## config.mk

```make
export PLATFORM = sky130hd
export DESIGN_NAME = mem_access_ctrl_flat
export DESIGN_NICKNAME = d
export VERILOG_FILES = /design/src/rtl/mem_access_ctrl_pkg.sv /design/src/rtl/mem_access_ctrl_if.sv /design/src/rtl/mem_access_ctrl_load_extend.sv /design/src/rtl/mem_access_ctrl.sv /design/src/flat_wrapper.sv
export SDC_FILE = /design/constraint.sdc
export NUM_CORES = 1
export LEC_CHECK = 0
export ABC_AREA = 0
export CAP_MARGIN = 20
export CORE_MARGIN = 2
export CORE_UTILIZATION = 25
export CTS_BUF_LIST = sky130_fd_sc_hd__clkbuf_2
export CTS_CLUSTER_SIZE = 28
export DETAILED_ROUTE_END_ITERATION = 16
export GPL_TIMING_DRIVEN = 1
export SLEW_MARGIN = 20
export SYNTH_ARGS = -nofsm -noshare
export SYNTH_HDL_FRONTEND = slang
export SYNTH_SLANG_ARGS = --single-unit
```

## constraint.sdc

```tcl
create_clock -name clk -period 9 [get_ports clk]
set_clock_uncertainty 0.15 [all_clocks]
set_input_delay 1.8 -clock clk [delete_from_list [all_inputs] [get_ports clk]]
set_output_delay 1.8 -clock clk [all_outputs]
set_load 0.02 [all_outputs]
```

## src/rtl/mem_access_ctrl_pkg.sv

```systemverilog
// Shared types and constants for the byte-serial memory access controller.
package mem_access_pkg;

  localparam int ADDR_W    = 10;
  localparam int MEM_BYTES = 1024;

  typedef enum logic [1:0] {
    SIZE_B = 2'b00,
    SIZE_H = 2'b01,
    SIZE_W = 2'b10
  } size_e;

  typedef enum logic [1:0] {
    ST_IDLE  = 2'd0,
    ST_WRITE = 2'd1,
    ST_READ  = 2'd2,
    ST_DONE  = 2'd3
  } state_e;

  // Encoding 2'b11 is treated as a word.
  function automatic logic [2:0] size_to_bytes(input logic [1:0] size);
    case (size)
      SIZE_B:  return 3'd1;
      SIZE_H:  return 3'd2;
      default: return 3'd4;
    endcase
  endfunction

endpackage

```

## src/rtl/mem_access_ctrl_if.sv

```systemverilog
// Core request/response channel plus byte-memory port of the access controller.
interface mem_access_ctrl_if;
  import mem_access_pkg::*;

  logic              req_valid;
  logic              req_ready;
  logic              req_write;
  logic [1:0]        req_size;
  logic              req_unsigned;
  logic [ADDR_W-1:0] req_addr;
  logic [31:0]       req_wdata;
  logic              rsp_valid;
  logic [31:0]       rsp_rdata;
  logic              rsp_error;
  logic              mem_write_enable;
  logic [ADDR_W-1:0] mem_address;
  logic [7:0]        mem_data_in;
  logic [7:0]        mem_data_out;

  modport slave (
    input  req_valid, req_write, req_size, req_unsigned, req_addr, req_wdata, mem_data_out,
    output req_ready, rsp_valid, rsp_rdata, rsp_error, mem_write_enable, mem_address, mem_data_in
  );

  modport master (
    output req_valid, req_write, req_size, req_unsigned, req_addr, req_wdata, mem_data_out,
    input  req_ready, rsp_valid, rsp_rdata, rsp_error, mem_write_enable, mem_address, mem_data_in
  );

endinterface

```

## src/rtl/mem_access_ctrl_load_extend.sv

```systemverilog
// Combinational sign/zero extension of assembled little-endian load bytes.
module load_extend
  import mem_access_pkg::*;
(
  input  logic [31:0] data_i,
  input  logic [1:0]  size_i,
  input  logic        uns_i,
  output logic [31:0] result_o
);

  always_comb begin
    result_o = data_i;
    case (size_i)
      SIZE_B:  result_o = {{24{~uns_i & data_i[7]}}, data_i[7:0]};
      SIZE_H:  result_o = {{16{~uns_i & data_i[15]}}, data_i[15:0]};
      default: result_o = data_i;
    endcase
  end

endmodule

```

## src/rtl/mem_access_ctrl.sv

```systemverilog
// Sequences byte/half/word loads and stores as single-byte memory accesses.
// Optional MISALIGN_TRAP_EN rejects misaligned half/word requests with rsp_error.
module mem_access_ctrl
  import mem_access_pkg::*;
(
  input  logic            clk,
  input  logic            reset,
  mem_access_ctrl_if.slave bus
);

  localparam logic [1:0] S_IDLE  = ST_IDLE;
  localparam logic [1:0] S_WRITE = ST_WRITE;
  localparam logic [1:0] S_READ  = ST_READ;
  localparam logic [1:0] S_DONE  = ST_DONE;

  logic [1:0]        state_q, state_d;
  logic [2:0]        cnt_q, cnt_d;
  logic [2:0]        nbytes_q, nbytes_d;
  logic [ADDR_W-1:0] base_q, base_d;
  logic [1:0]        size_q, size_d;
  logic              uns_q, uns_d;
  logic              wr_q, wr_d;
  logic              err_q, err_d;
  logic [31:0]       wdata_q, wdata_d;
  logic [31:0]       asm_q, asm_d;
  logic [ADDR_W-1:0] maddr_q, maddr_d;
  logic              we_q, we_d;
  logic [7:0]        din_q, din_d;

  logic [2:0]  req_nbytes;
  logic        misalign;
  logic [2:0]  cnt_nxt;
  logic [1:0]  rd_idx;
  logic [31:0] ext_data;

  assign req_nbytes = size_to_bytes(bus.req_size);
  assign cnt_nxt    = cnt_q + 3'd1;
  // Byte captured this cycle was addressed one cycle earlier.
  assign rd_idx     = cnt_q[1:0] - 2'd1;

`ifdef MISALIGN_TRAP_EN
  assign misalign = ((req_nbytes == 3'd2) && bus.req_addr[0]) ||
                    ((req_nbytes == 3'd4) && (bus.req_addr[1:0] != 2'b00));
`else
  assign misalign = 1'b0;
`endif

  always_comb begin
    state_d  = state_q;
    cnt_d    = cnt_q;
    nbytes_d = nbytes_q;
    base_d   = base_q;
    size_d   = size_q;
    uns_d    = uns_q;
    wr_d     = wr_q;
    err_d    = err_q;
    wdata_d  = wdata_q;
    asm_d    = asm_q;
    maddr_d  = maddr_q;
    we_d     = we_q;
    din_d    = din_q;
    case (state_q)
      S_IDLE: begin
        if (bus.req_valid) begin
          base_d   = bus.req_addr;
          nbytes_d = req_nbytes;
          size_d   = bus.req_size;
          uns_d    = bus.req_unsigned;
          wr_d     = bus.req_write;
          wdata_d  = bus.req_wdata;
          err_d    = misalign;
          asm_d    = '0;
          cnt_d    = '0;
          if (misalign) begin
            state_d = S_DONE;
          end else if (bus.req_write) begin
            state_d = S_WRITE;
            maddr_d = bus.req_addr;
            we_d    = 1'b1;
            din_d   = bus.req_wdata[7:0];
          end else begin
            state_d = S_READ;
            maddr_d = bus.req_addr;
          end
        end
      end
      S_WRITE: begin
        if (cnt_q == nbytes_q - 3'd1) begin
          state_d = S_DONE;
          we_d    = 1'b0;
          din_d   = '0;
        end else begin
          cnt_d   = cnt_nxt;
          maddr_d = base_q + ADDR_W'(cnt_nxt);
          din_d   = wdata_q[{cnt_nxt[1:0], 3'b000} +: 8];
        end
      end
      S_READ: begin
        if (cnt_q != 3'd0) begin
          asm_d[{rd_idx, 3'b000} +: 8] = bus.mem_data_out;
        end
        if (cnt_q == nbytes_q) begin
          state_d = S_DONE;
        end else begin
          cnt_d = cnt_nxt;
          if (cnt_nxt < nbytes_q) begin
            maddr_d = base_q + ADDR_W'(cnt_nxt);
          end
        end
      end
      default: state_d = S_IDLE;
    endcase
  end

  always_ff @(posedge clk) begin
    if (reset) begin
      state_q  <= S_IDLE;
      cnt_q    <= '0;
      nbytes_q <= '0;
      base_q   <= '0;
      size_q   <= '0;
      uns_q    <= 1'b0;
      wr_q     <= 1'b0;
      err_q    <= 1'b0;
      wdata_q  <= '0;
      asm_q    <= '0;
      maddr_q  <= '0;
      we_q     <= 1'b0;
      din_q    <= '0;
    end else begin
      state_q  <= state_d;
      cnt_q    <= cnt_d;
      nbytes_q <= nbytes_d;
      base_q   <= base_d;
      size_q   <= size_d;
      uns_q    <= uns_d;
      wr_q     <= wr_d;
      err_q    <= err_d;
      wdata_q  <= wdata_d;
      asm_q    <= asm_d;
      maddr_q  <= maddr_d;
      we_q     <= we_d;
      din_q    <= din_d;
    end
  end

  load_extend u_load_extend (
    .data_i   (asm_q),
    .size_i   (size_q),
    .uns_i    (uns_q),
    .result_o (ext_data)
  );

  assign bus.req_ready        = (state_q == S_IDLE);
  assign bus.rsp_valid        = (state_q == S_DONE);
  assign bus.rsp_error        = bus.rsp_valid & err_q;
  assign bus.rsp_rdata        = (bus.rsp_valid && !wr_q && !err_q) ? ext_data : 32'd0;
  // The strobe is suppressed in the reset cycle so an aborted store writes nothing further.
  assign bus.mem_write_enable = we_q & ~reset;
  assign bus.mem_address      = maddr_q;
  assign bus.mem_data_in      = din_q;

endmodule

```

## src/flat_wrapper.sv

```systemverilog
// flat-port wrapper written by rule: the top's interface ports become plain ports
module mem_access_ctrl_flat import mem_access_pkg::*;
  (clk, reset, bus_req_valid, bus_req_write, bus_req_size, bus_req_unsigned, bus_req_addr, bus_req_wdata, bus_mem_data_out, bus_req_ready, bus_rsp_valid, bus_rsp_rdata, bus_rsp_error, bus_mem_write_enable, bus_mem_address, bus_mem_data_in);
  mem_access_ctrl_if bus_i ();
  input  logic clk;
  input  logic reset;
  input wire logic [$bits(bus_i.req_valid)-1:0] bus_req_valid;
  input wire logic [$bits(bus_i.req_write)-1:0] bus_req_write;
  input wire logic [$bits(bus_i.req_size)-1:0] bus_req_size;
  input wire logic [$bits(bus_i.req_unsigned)-1:0] bus_req_unsigned;
  input wire logic [$bits(bus_i.req_addr)-1:0] bus_req_addr;
  input wire logic [$bits(bus_i.req_wdata)-1:0] bus_req_wdata;
  input wire logic [$bits(bus_i.mem_data_out)-1:0] bus_mem_data_out;
  output wire logic [$bits(bus_i.req_ready)-1:0] bus_req_ready;
  output wire logic [$bits(bus_i.rsp_valid)-1:0] bus_rsp_valid;
  output wire logic [$bits(bus_i.rsp_rdata)-1:0] bus_rsp_rdata;
  output wire logic [$bits(bus_i.rsp_error)-1:0] bus_rsp_error;
  output wire logic [$bits(bus_i.mem_write_enable)-1:0] bus_mem_write_enable;
  output wire logic [$bits(bus_i.mem_address)-1:0] bus_mem_address;
  output wire logic [$bits(bus_i.mem_data_in)-1:0] bus_mem_data_in;
  assign bus_i.req_valid = bus_req_valid;
  assign bus_i.req_write = bus_req_write;
  assign bus_i.req_size = bus_req_size;
  assign bus_i.req_unsigned = bus_req_unsigned;
  assign bus_i.req_addr = bus_req_addr;
  assign bus_i.req_wdata = bus_req_wdata;
  assign bus_i.mem_data_out = bus_mem_data_out;
  assign bus_req_ready = bus_i.req_ready;
  assign bus_rsp_valid = bus_i.rsp_valid;
  assign bus_rsp_rdata = bus_i.rsp_rdata;
  assign bus_rsp_error = bus_i.rsp_error;
  assign bus_mem_write_enable = bus_i.mem_write_enable;
  assign bus_mem_address = bus_i.mem_address;
  assign bus_mem_data_in = bus_i.mem_data_in;
  mem_access_ctrl u_core (.clk(clk), .reset(reset), .bus(bus_i));
endmodule
```

==> tab_implementation.tex <==
\begin{tabular}{lr}
\hline
Metric & Value \\
\hline
\multicolumn{2}{l}{\textbf{Timing}} \\
Minimum setup slack in the final design & 3.77 ns \\
Achievable frequency & 191 MHz \\
Final setup violating endpoints & 0 \\
Final cycle utilization of the critical path & 0.581 \\
Final Hold Vio Count & 0 \\
Setup repair after global routing missed its margin & false \\
Headroom to the max-slew limit & 0.400 \\
Minimum clock period & 5.23 ns \\
Slew Viols, Final & 0 \\
Actual slew at the worst max-slew pin & 0.900 ns \\
Accumulated negative setup slack & 0 ns \\
\multicolumn{2}{l}{\textbf{Synth}} \\
Number of different library cells in the post-synthesis netlist & 53 \\
Mapped Area & 5120 um\^{}2 \\
Sequential fraction of the synthesis area & 0.411 \\
Synth Net Count & 710 \\
Post-synthesis cell count & 636 \\
Most used DFF post-synth & sky130\_fd\_sc\_hd\_\_dfxtp\_1 \\
Total of flip-flops plus latches after synthesis & 105 \\
Synth async-reset ratio & 0 \\
Yosys warning total & 0 \\
Number of enable flip-flop cells after synthesis & 0 \\
Syn\_area\_per\_cell & 8.05 um\^{}2 \\
\multicolumn{2}{l}{\textbf{Job}} \\
Maximum capacitance violations & 0 \\
\multicolumn{2}{l}{\textbf{Worst setup path}} \\
CP required & 7.05 ns \\
Critical path launch point type & flip-flop \\
Critical path class & flip-flop to primary output \\
Worst path arrival time & 3.28 ns \\
Biggest fanout along the worst timing path & 16 \\
CP Capture Type & primary output \\
\multicolumn{2}{l}{\textbf{Floorplanning}} \\
Row cnt & 52 \\
Die outline area & 21600 um\^{}2 \\
Initial Utilization & 0.254 \\
Number of ports placed on the die boundary & 111 \\
Core box area & 20200 um\^{}2 \\
Die Y & 147 um \\
Width of the die & 147 um \\
\multicolumn{2}{l}{\textbf{Clock network}} \\
Clock tree from TritonCTS & done \\
Clk root buf & sky130\_fd\_sc\_hd\_\_clkbuf\_2 \\
Clk buf depth & 2 \\
Clock latency reported for the late side of the worst-skew pair & 0.65 ns \\
\# hold bufs at CTS & 0 \\
Number of instances resized during post-cts repair & 0 \\
Clock transition at path regs & 0.34 ns \\
Maximum level of the CTS H-tree & 3 \\
\# clock sinks & 105 \\
CTS Buf Count & 9 \\
Post-CTS setup-driven buffer insertion count & 0 \\
\multicolumn{2}{l}{\textbf{Detailed routing}} \\
Number of remaining DRC errors & 0 \\
Number of detailed-route iterations in the first pass & 4 \\
Average vias per placed instance & 4.61 \\
Wire length per cell after detailed routing & 14.3 um \\
Post-detailed-route count of antenna-violating nets & 0 \\
Post-Route WL & 14200 um \\
First-iteration detailed-routing DRC count & 286 \\
Vias post-DR & 4573 \\
\multicolumn{2}{l}{\textbf{Placed design}} \\
Total of buffers placed on input and output ports & 109 \\
Post-detail-place hpwl & 10100 um \\
Cell Count Post-Placement & 976 \\
Gpl congestion & 0.783 \\
Pre-CTS setup slack & 3.64 ns \\
\multicolumn{2}{l}{\textbf{Cells and area}} \\
Net count reported at finish & 791 \\
Area growth, synth to finish & 28.0\% \\
Fraction of layout instances using a drive strength above 1 & 0.0609 \\
Core utilization of the finished layout & 0.325 \\
Fin cells & 993 \\
\multicolumn{2}{l}{\textbf{Hold path}} \\
Worst min path class & flip-flop to flip-flop \\
\multicolumn{2}{l}{\textbf{GRT}} \\
Wire length of the first global-routing pass & 22800 um \\
Total routing resource utilization after global routing & 0.131 \\
Number of global-route vias before repair & 4345 \\
Initial antenna violation count & 1 \\
Largest net degree at the start of global routing & 110 \\
Overflow left after global routing & 0 \\
\multicolumn{2}{l}{\textbf{Power and ir drop}} \\
Leakage power total & 0.00223 uW \\
Maximum ir drop on the vdd rail & 0.0846 mV \\
Power per cell area & 231 nW/um\^{}2 \\
\multicolumn{2}{l}{\textbf{Outcome}} \\
Status & completed \\
\hline
\end{tabular}
[per-layer routing]
layer	global-route usage	part of all wire	up-vias
li1	-	-	2343
met1	0.180	0.47	2095
met2	0.203	0.45	122
met3	0.0295	0.065	13
met4	0.0466	0.015	0
met5	0	0	-
[worst paths after layout]
kind	cells after the start	slack [ns]	from	end
setup / recovery	5	3.77	u_core.state_q[0]$_SDFFE_PP0P_	bus_rsp_rdata[17]
hold / removal	2	0.32	u_core.wdata_q[14]$_SDFFE_PP0P_	u_core.wdata_q[14]$_SDFFE_PP0P_
setup reg to reg	9	5.06	u_core.cnt_q[0]$_SDFFE_PP0P_	u_core.bus.mem_address[4]$_SDFFE_PP0P_
hold reg to reg	2	0.32	u_core.wdata_q[14]$_SDFFE_PP0P_	u_core.wdata_q[14]$_SDFFE_PP0P_
[placed cells by master, fill, tap and decap left out, drive strengths merged, types with 2 or more instances in the layout]
cell / count
a211o: 2
o21ai: 24
ha: 16
nor2: 36
o21a: 3
nor2b: 18
and3: 2
nor3: 10
clkbuf: 9
nand2: 118
buf: 3
a211oi: 10
xor2: 10
clkinv: 5
or3: 5
nand3: 18
a22oi: 15
and2: 11
nor4: 2
mux2i: 3
a2111o: 2
a311oi: 3
a21oi: 114
mux4: 8
nand2b: 9
nand4: 2
o2111ai: 2
inv: 33
clkdlybuf4s50: 108
dfxtp: 105
[cell families after synthesis]
family                   share of synthesized area
multiplexers                                0.0411
flip-flops                                   0.411
other                                     0.000732
AND/OR/NAND/NOR                              0.212
buffers and inverters                       0.0547
adder cells (fa/ha/maj)                     0.0430
AO/OA/AOI/OAI                                0.215
XOR/XNOR                                    0.0235
[where the power goes]
group | internal [uW] | switching, uW
combinational | 262 | 408
clock | 51.3 | 192
sequential | 538 | 59.4
total | 851 | 660
[critical path, cell delays in order (launching register included)]
cell and delay [ns]:
sky130_fd_sc_hd__dfxtp_1 0.45, sky130_fd_sc_hd__ha_1 0.35, sky130_fd_sc_hd__nor2b_1 0.56, sky130_fd_sc_hd__o21ai_2 0.35, sky130_fd_sc_hd__a21oi_1 0.27, sky130_fd_sc_hd__clkdlybuf4s50_1 0.64
[flip-flops by register name (all words and copies together) (netlist names)]
signal,count
u_core.bus.mem_address,10
u_core.asm_q,32
u_core.nbytes_q,3
u_core.bus.mem_data_in,8
u_core.size_q,2
u_core.wdata_q,32
u_core.cnt_q,3
u_core.wr_q,1
u_core.we_q,1
u_core.base_q,10
u_core.uns_q,1
u_core.state_q,2
[final cells by class]
cell class                 count  area, um^2
multi-input combinational    459        2750
clock buffer                   9        45.0
clock inverter                 7        93.8
inverter                      31         116
sequential                   105        2100
tap                          270         338
timing repair buffer         111        1110
antenna                        1        2.50
fill                        2163       13600
[through the flow]
stage / instance area, um^2 / hold slack (ns) / total power [uW]
detailed placement: 6400 / 0.294 / 1280
global placement: 6400 / 0.291 / 1270
floorplan: 5120 / 0.282 / 1060
global route: 6550 / 0.340 / 1630
finish: 6550 / 0.320 / 1510
CTS: 6540 / 0.322 / 1530
[cells in the mapped netlist (3+ instances only)]
cell type	number	area share
sky130_fd_sc_hd__nand2_1	117	0.086
sky130_fd_sc_hd__a21oi_1	113	0.11
sky130_fd_sc_hd__dfxtp_1	105	0.41
sky130_fd_sc_hd__nor2_1	36	0.026
sky130_fd_sc_hd__inv_1	30	0.022
sky130_fd_sc_hd__clkbuf_1	26	0.019
sky130_fd_sc_hd__o21ai_0	19	0.019
sky130_fd_sc_hd__nand3_1	18	0.018
sky130_fd_sc_hd__nor2b_1	18	0.022
sky130_fd_sc_hd__ha_1	16	0.039
sky130_fd_sc_hd__a22oi_1	15	0.022
sky130_fd_sc_hd__and2_1	11	0.013
sky130_fd_sc_hd__xor2_1	10	0.017
sky130_fd_sc_hd__a211oi_1	9	0.013
sky130_fd_sc_hd__buf_1	9	0.0066
sky130_fd_sc_hd__nand2b_1	9	0.011
sky130_fd_sc_hd__mux4_2	8	0.035
sky130_fd_sc_hd__nor3_1	6	0.0059
sky130_fd_sc_hd__buf_2	5	0.0049
sky130_fd_sc_hd__o21ai_1	5	0.0049
sky130_fd_sc_hd__or3_1	5	0.0061
sky130_fd_sc_hd__nor3_2	4	0.0078
sky130_fd_sc_hd__a311oi_1	3	0.0051
sky130_fd_sc_hd__mux2i_1	3	0.0059
sky130_fd_sc_hd__o21a_1	3	0.0044
Note: power is estimated with default switching activity, not from simulation.
==> variant 1: new RTL, same settings <==
Build with the macro `MISALIGN_TRAP_EN` defined.
--- a/src/rtl/mem_access_ctrl.sv
+++ b/src/rtl/mem_access_ctrl.sv
@@ -1,5 +1,7 @@
 // Sequences byte/half/word loads and stores as single-byte memory accesses.
 // Optional MISALIGN_TRAP_EN rejects misaligned half/word requests with rsp_error.
+`define MISALIGN_TRAP_EN
+
 module mem_access_ctrl
   import mem_access_pkg::*;
 (
Check against the original RTL: not equivalent (Yosys sat finds a counterexample within 4 cycles, from zero or initial values and one cycle with reset high).
==> variant 1 against the unedited design <==
- sequential cell count grew 1
- cell area shrank 0.38%
- non-clock buffer count is 2 higher
- via count grew 1.9%
- synthesized area fell by 0.54%
- total power is 2.3% lower
- routed wire length grew 2.7%
- setup slack improved by 54 ps
- first-iteration DRC count up 10%
- critical path type unchanged
- largest cell class unchanged
==> variant 1: results (changes against the unedited design) <==
Placer Congestion - 0.791 (was 0.783)
Share of cells above drive strength 1 - 4.81% (was 6.09%)
Total Routed Length - 14,600 um (was 14,200 um)
Global-route wire length before repair - 22,800 um (about the same)
Status - finished clean (unchanged)
Compound-cell area share of the yosys netlist - 19.8% (was 21.5%)
Largest net degree at the start of global routing - 67 (was 110)
Achievable clock frequency - 193 MHz (was 191 MHz)
Hold endpoint - u_core.asm_q[26] (was u_core.wdata_q[14])
Wire per inst - 14.6 um (was 14.3 um)
Placed inst area - 0.00640 sq mm (about the same)
Vias in the first global route - 4,292 (was 4,345)
Switching share of power - 41.6% (was 43.7%)
Port bufs - 110 (was 109)
Register area share after synthesis - 41.7% (was 41.1%)
M1 GR Usage - 18.7% (was 18.0%)
Pre-CTS WS - 4140 ps (was 3640 ps)
Netlist cell types - 45 (was 53)
CP top delay family - compound AO/OA/AOI/OAI gates (was buffers and inverters)
TritonRoute pass-1 iters - 5 (was 4)
Vias - 4,659 (was 4,573)
Post-detail-place hpwl - 10,200 um (was 10,100 um)
P_leak - 0.00224 uW (was 0.00223 uW)
RR Endpoint - u_core.bus.mem_address[8] (was u_core.bus.mem_address[4])
Post-Synth Adder-Cell Area - 4.32% (was 4.30%)
Multiplexer share of the synthesized area - 4.52% (was 4.11%)
Placed Instances - 981 (was 976)
Detailed Route Iter0 Violations - 316 (was 286)
Post-synthesis xor/xnor area fraction - 2.56% (was 2.35%)
Fin Hold WS - 321 ps (was 320 ps)
Met2 global-route usage - 20.3% (about the same)
GRT met3 Usage - 3.17% (was 2.95%)
Worst-path clk slew - 260 ps (was 340 ps)
Initial antenna violation count - 0 (was 1)
Measured slew at the worst slew-check pin - 1050 ps (was 900 ps)
Min-delay src - u_core.asm_q[26] (was u_core.wdata_q[14])
Top cells by count, synth - 121 x nand2_1, 118 x a21oi_1, 106 x dfxtp_1 (was 117 x nand2_1, 113 x a21oi_1, 105 x dfxtp_1)
Syn Inst Count - 638 (was 636)
-- variant 1: cell count changes in the layout (fill, tap and decap cells not counted), moves of 7 or more --
| cell | before | now |
|---|---|---|
| xnor2_1 | 1 | 8 |
| a22oi_1 | 15 | 8 |
| nand2b_1 | 9 | 19 |
| and2_1 | 10 | 1 |
| and3_1 | 1 | 9 |
| nand3_1 | 18 | 25 |
-- variant 1: cells by family (layout without fill, tap and decap cells) --
kind of cell | after synthesis | count (layout)
and+or+nand+nor | 239 | 239
AOI/OAI and AO/OA | 174 | 174
DFF | 106 | 106
buffers and inverters | 76 | 165
adders and majority gates | 17 | 17
xor gates and xnor gates | 13 | 13
muxes | 13 | 13
other | 0 | 1
-- variant 1: final cells by class --
| type | instances | area, sq um |
|---|---|---|
| inverter | 36 | 135 |
| tap | 270 | 338 |
| clock inverter | 7 | 75.1 |
| antenna | 1 | 2.50 |
| fill | 2144 | 13600 |
| clock buffer | 9 | 45.0 |
| multi-input combinational | 456 | 2690 |
| sequential | 106 | 2120 |
| timing repair buffer | 113 | 1120 |
-- variant 1: power by group through the flow --
stage	Clock [uW]	Combinational, uW	Sequential (uW)
final	239	636	601
after global routing	269	702	613
after CTS	251	640	601
after detailed placement	0	638	609
after global placement	0	631	609
after floorplan	0	429	615
-- variant 1: worst max-delay path by stage --
stage / start / end / cells past startpoint
floorplan: reset / bus_mem_write_enable / 2
global placement: reset / bus_mem_write_enable / 3
detailed placement: reset / bus_mem_write_enable / 3
CTS: u_core.state_q[0] / bus_rsp_rdata[25] / 5
global route: u_core.state_q[0] / bus_rsp_rdata[21] / 5
finish: u_core.state_q[1] / bus_rsp_rdata[22] / 5
-- variant 1: layer usage --
metal	routed length, um	vias up
met1	7320	2170
met2	6330	117
li1	-	2358
met4	210	0
met3	751	14
met5	0	-
==> variant 2: new RTL, same flow settings <==
Without the edit above. `wdata_q`, `maddr_q` and `din_q` no longer have a reset.
--- a/src/rtl/mem_access_ctrl.sv
+++ b/src/rtl/mem_access_ctrl.sv
@@ -122,11 +122,8 @@
       uns_q    <= 1'b0;
       wr_q     <= 1'b0;
       err_q    <= 1'b0;
-      wdata_q  <= '0;
       asm_q    <= '0;
-      maddr_q  <= '0;
       we_q     <= 1'b0;
-      din_q    <= '0;
     end else begin
       state_q  <= state_d;
       cnt_q    <= cnt_d;
@@ -136,12 +133,15 @@
       uns_q    <= uns_d;
       wr_q     <= wr_d;
       err_q    <= err_d;
-      wdata_q  <= wdata_d;
       asm_q    <= asm_d;
-      maddr_q  <= maddr_d;
       we_q     <= we_d;
-      din_q    <= din_d;
     end
+  end
+
+  always_ff @(posedge clk) begin
+    wdata_q <= wdata_d;
+    maddr_q <= maddr_d;
+    din_q   <= din_d;
   end
 
   load_extend u_load_extend (
Function: changed (a bounded check fails within 4 cycles, from zero or initial values and one cycle with reset high).
==> variant 2 against the unedited design <==
- final cell count decreased by 14%
- synthesized area shrank 3.5%
- core utilization increased by 0.35 points
- routed wire length down 11%
- setup slack gained 170 ps
- sequential cell count unchanged
- total power shrank 0.95%
- cell area fell by 2.5%
==> variant 2: results (changes against the unedited design) <==
Critical path endpoint - bus_rsp_rdata[31] (was bus_rsp_rdata[17])
Status - finished clean (unchanged)
Hold endpoint - u_core.asm_q[21] (was u_core.wdata_q[14])
Peak VDD IR - 0.000128 V (was 0.0000846 V)
Placed inst area - 0.00626 sq mm (was 0.00640 sq mm)
Drt via density - 4.48 (was 4.61)
Top cells by count, synth - 67 x a21oi_1, 58 x nand2_1, 55 x dfxtp_1 (was 117 x nand2_1, 113 x a21oi_1, 105 x dfxtp_1)
Netlist cell types - 54 (was 53)
Wire length on met3 - 509 um (was 920 um)
GRT met3 Usage - 2.19% (was 2.95%)
Worst skew pair latency - 580 ps (was 650 ps)
Pre-CTS WS - 3690 ps (was 3640 ps)
NumNets Final - 655 (was 791)
Met1 WL - 5980 um (was 6690 um)
Largest net degree at the start of global routing - 58 (was 110)
Worst R2R Start - u_core.state_q[0] (was u_core.cnt_q[0])
Vias - 3,816 (was 4,573)
Ranking of synthesized cells by area - edfxtp_1 30%, dfxtp_1 22%, a21oi_1 6.8% (was dfxtp_1 41%, a21oi_1 11%, nand2_1 8.6%)
Fin crit period - 5070 ps (was 5230 ps)
RR Endpoint - u_core.bus.mem_data_in[3] (was u_core.bus.mem_address[4])
Flop pwr share - 43.9% (was 39.5%)
Worst reg2reg setup slack - 5690 ps (was 5060 ps)
Measured slew at the worst slew-check pin - 895 ps (was 900 ps)
Register area share after synthesis - 52.7% (was 41.1%)
Mapped Nets - 559 (was 710)
Global-route wire length before repair - 19,100 um (was 22,800 um)
Avg Synthesized Cell Area - 10.2 sq um (was 8.05 sq um)
Met2 global-route usage - 19.7% (was 20.3%)
Post-detail-place hpwl - 9180 um (was 10,100 um)
Worst-path clk slew - 290 ps (was 340 ps)
Vias in the first global route - 3,622 (was 4,345)
M1 GR Usage - 16.2% (was 18.0%)
Met2 wire len - 6000 um (was 6410 um)
Comb power frac - 40.4% (was 44.4%)
Placed Instances - 835 (was 976)
Total GRT Usage - 12.1% (was 13.1%)
Total Routed Length - 12,700 um (was 14,200 um)
P_leak - 0.00212 uW (was 0.00223 uW)
Combinational cell power - 604 uW (was 671 uW)
variant 2: logic make-up (layout without fill, tap and decap cells):
logic type | Yosys count | count (layout) | synth area share [%]
flip-flops | 105 | 105 | 52.7
AO/OA/AOI/OAI | 125 | 125 | 15.4
multiplexers | 14 | 14 | 4.96
other | 1 | 2 | 0.0759
XOR/XNOR | 10 | 10 | 2.08
buffers and inverters | 63 | 164 | 5.27
AND/OR/NAND/NOR | 150 | 150 | 15.1
adder cells (fa/ha/maj) | 17 | 17 | 4.46
variant 2: cell type report:
cell class / count / area, sq um
Tap cell: 265 / 332
Inverter: 36 / 135
Clock buffer: 9 / 45.0
Timing Repair Buffer: 112 / 1110
Fill cell: 2005 / 13100
Clock inverter: 7 / 78.8
Sequential cell: 105 / 2600
Multi-Input combinational cell: 317 / 2080
Antenna cell: 1 / 2.50
variant 2: worst max-delay path, cell delays in order (launching register included):
cell and delay (ps):
dfxtp_1 460, ha_1 290, nor2b_1 510, o21ai_2 340, a21oi_1 290, clkdlybuf4s50_1 660
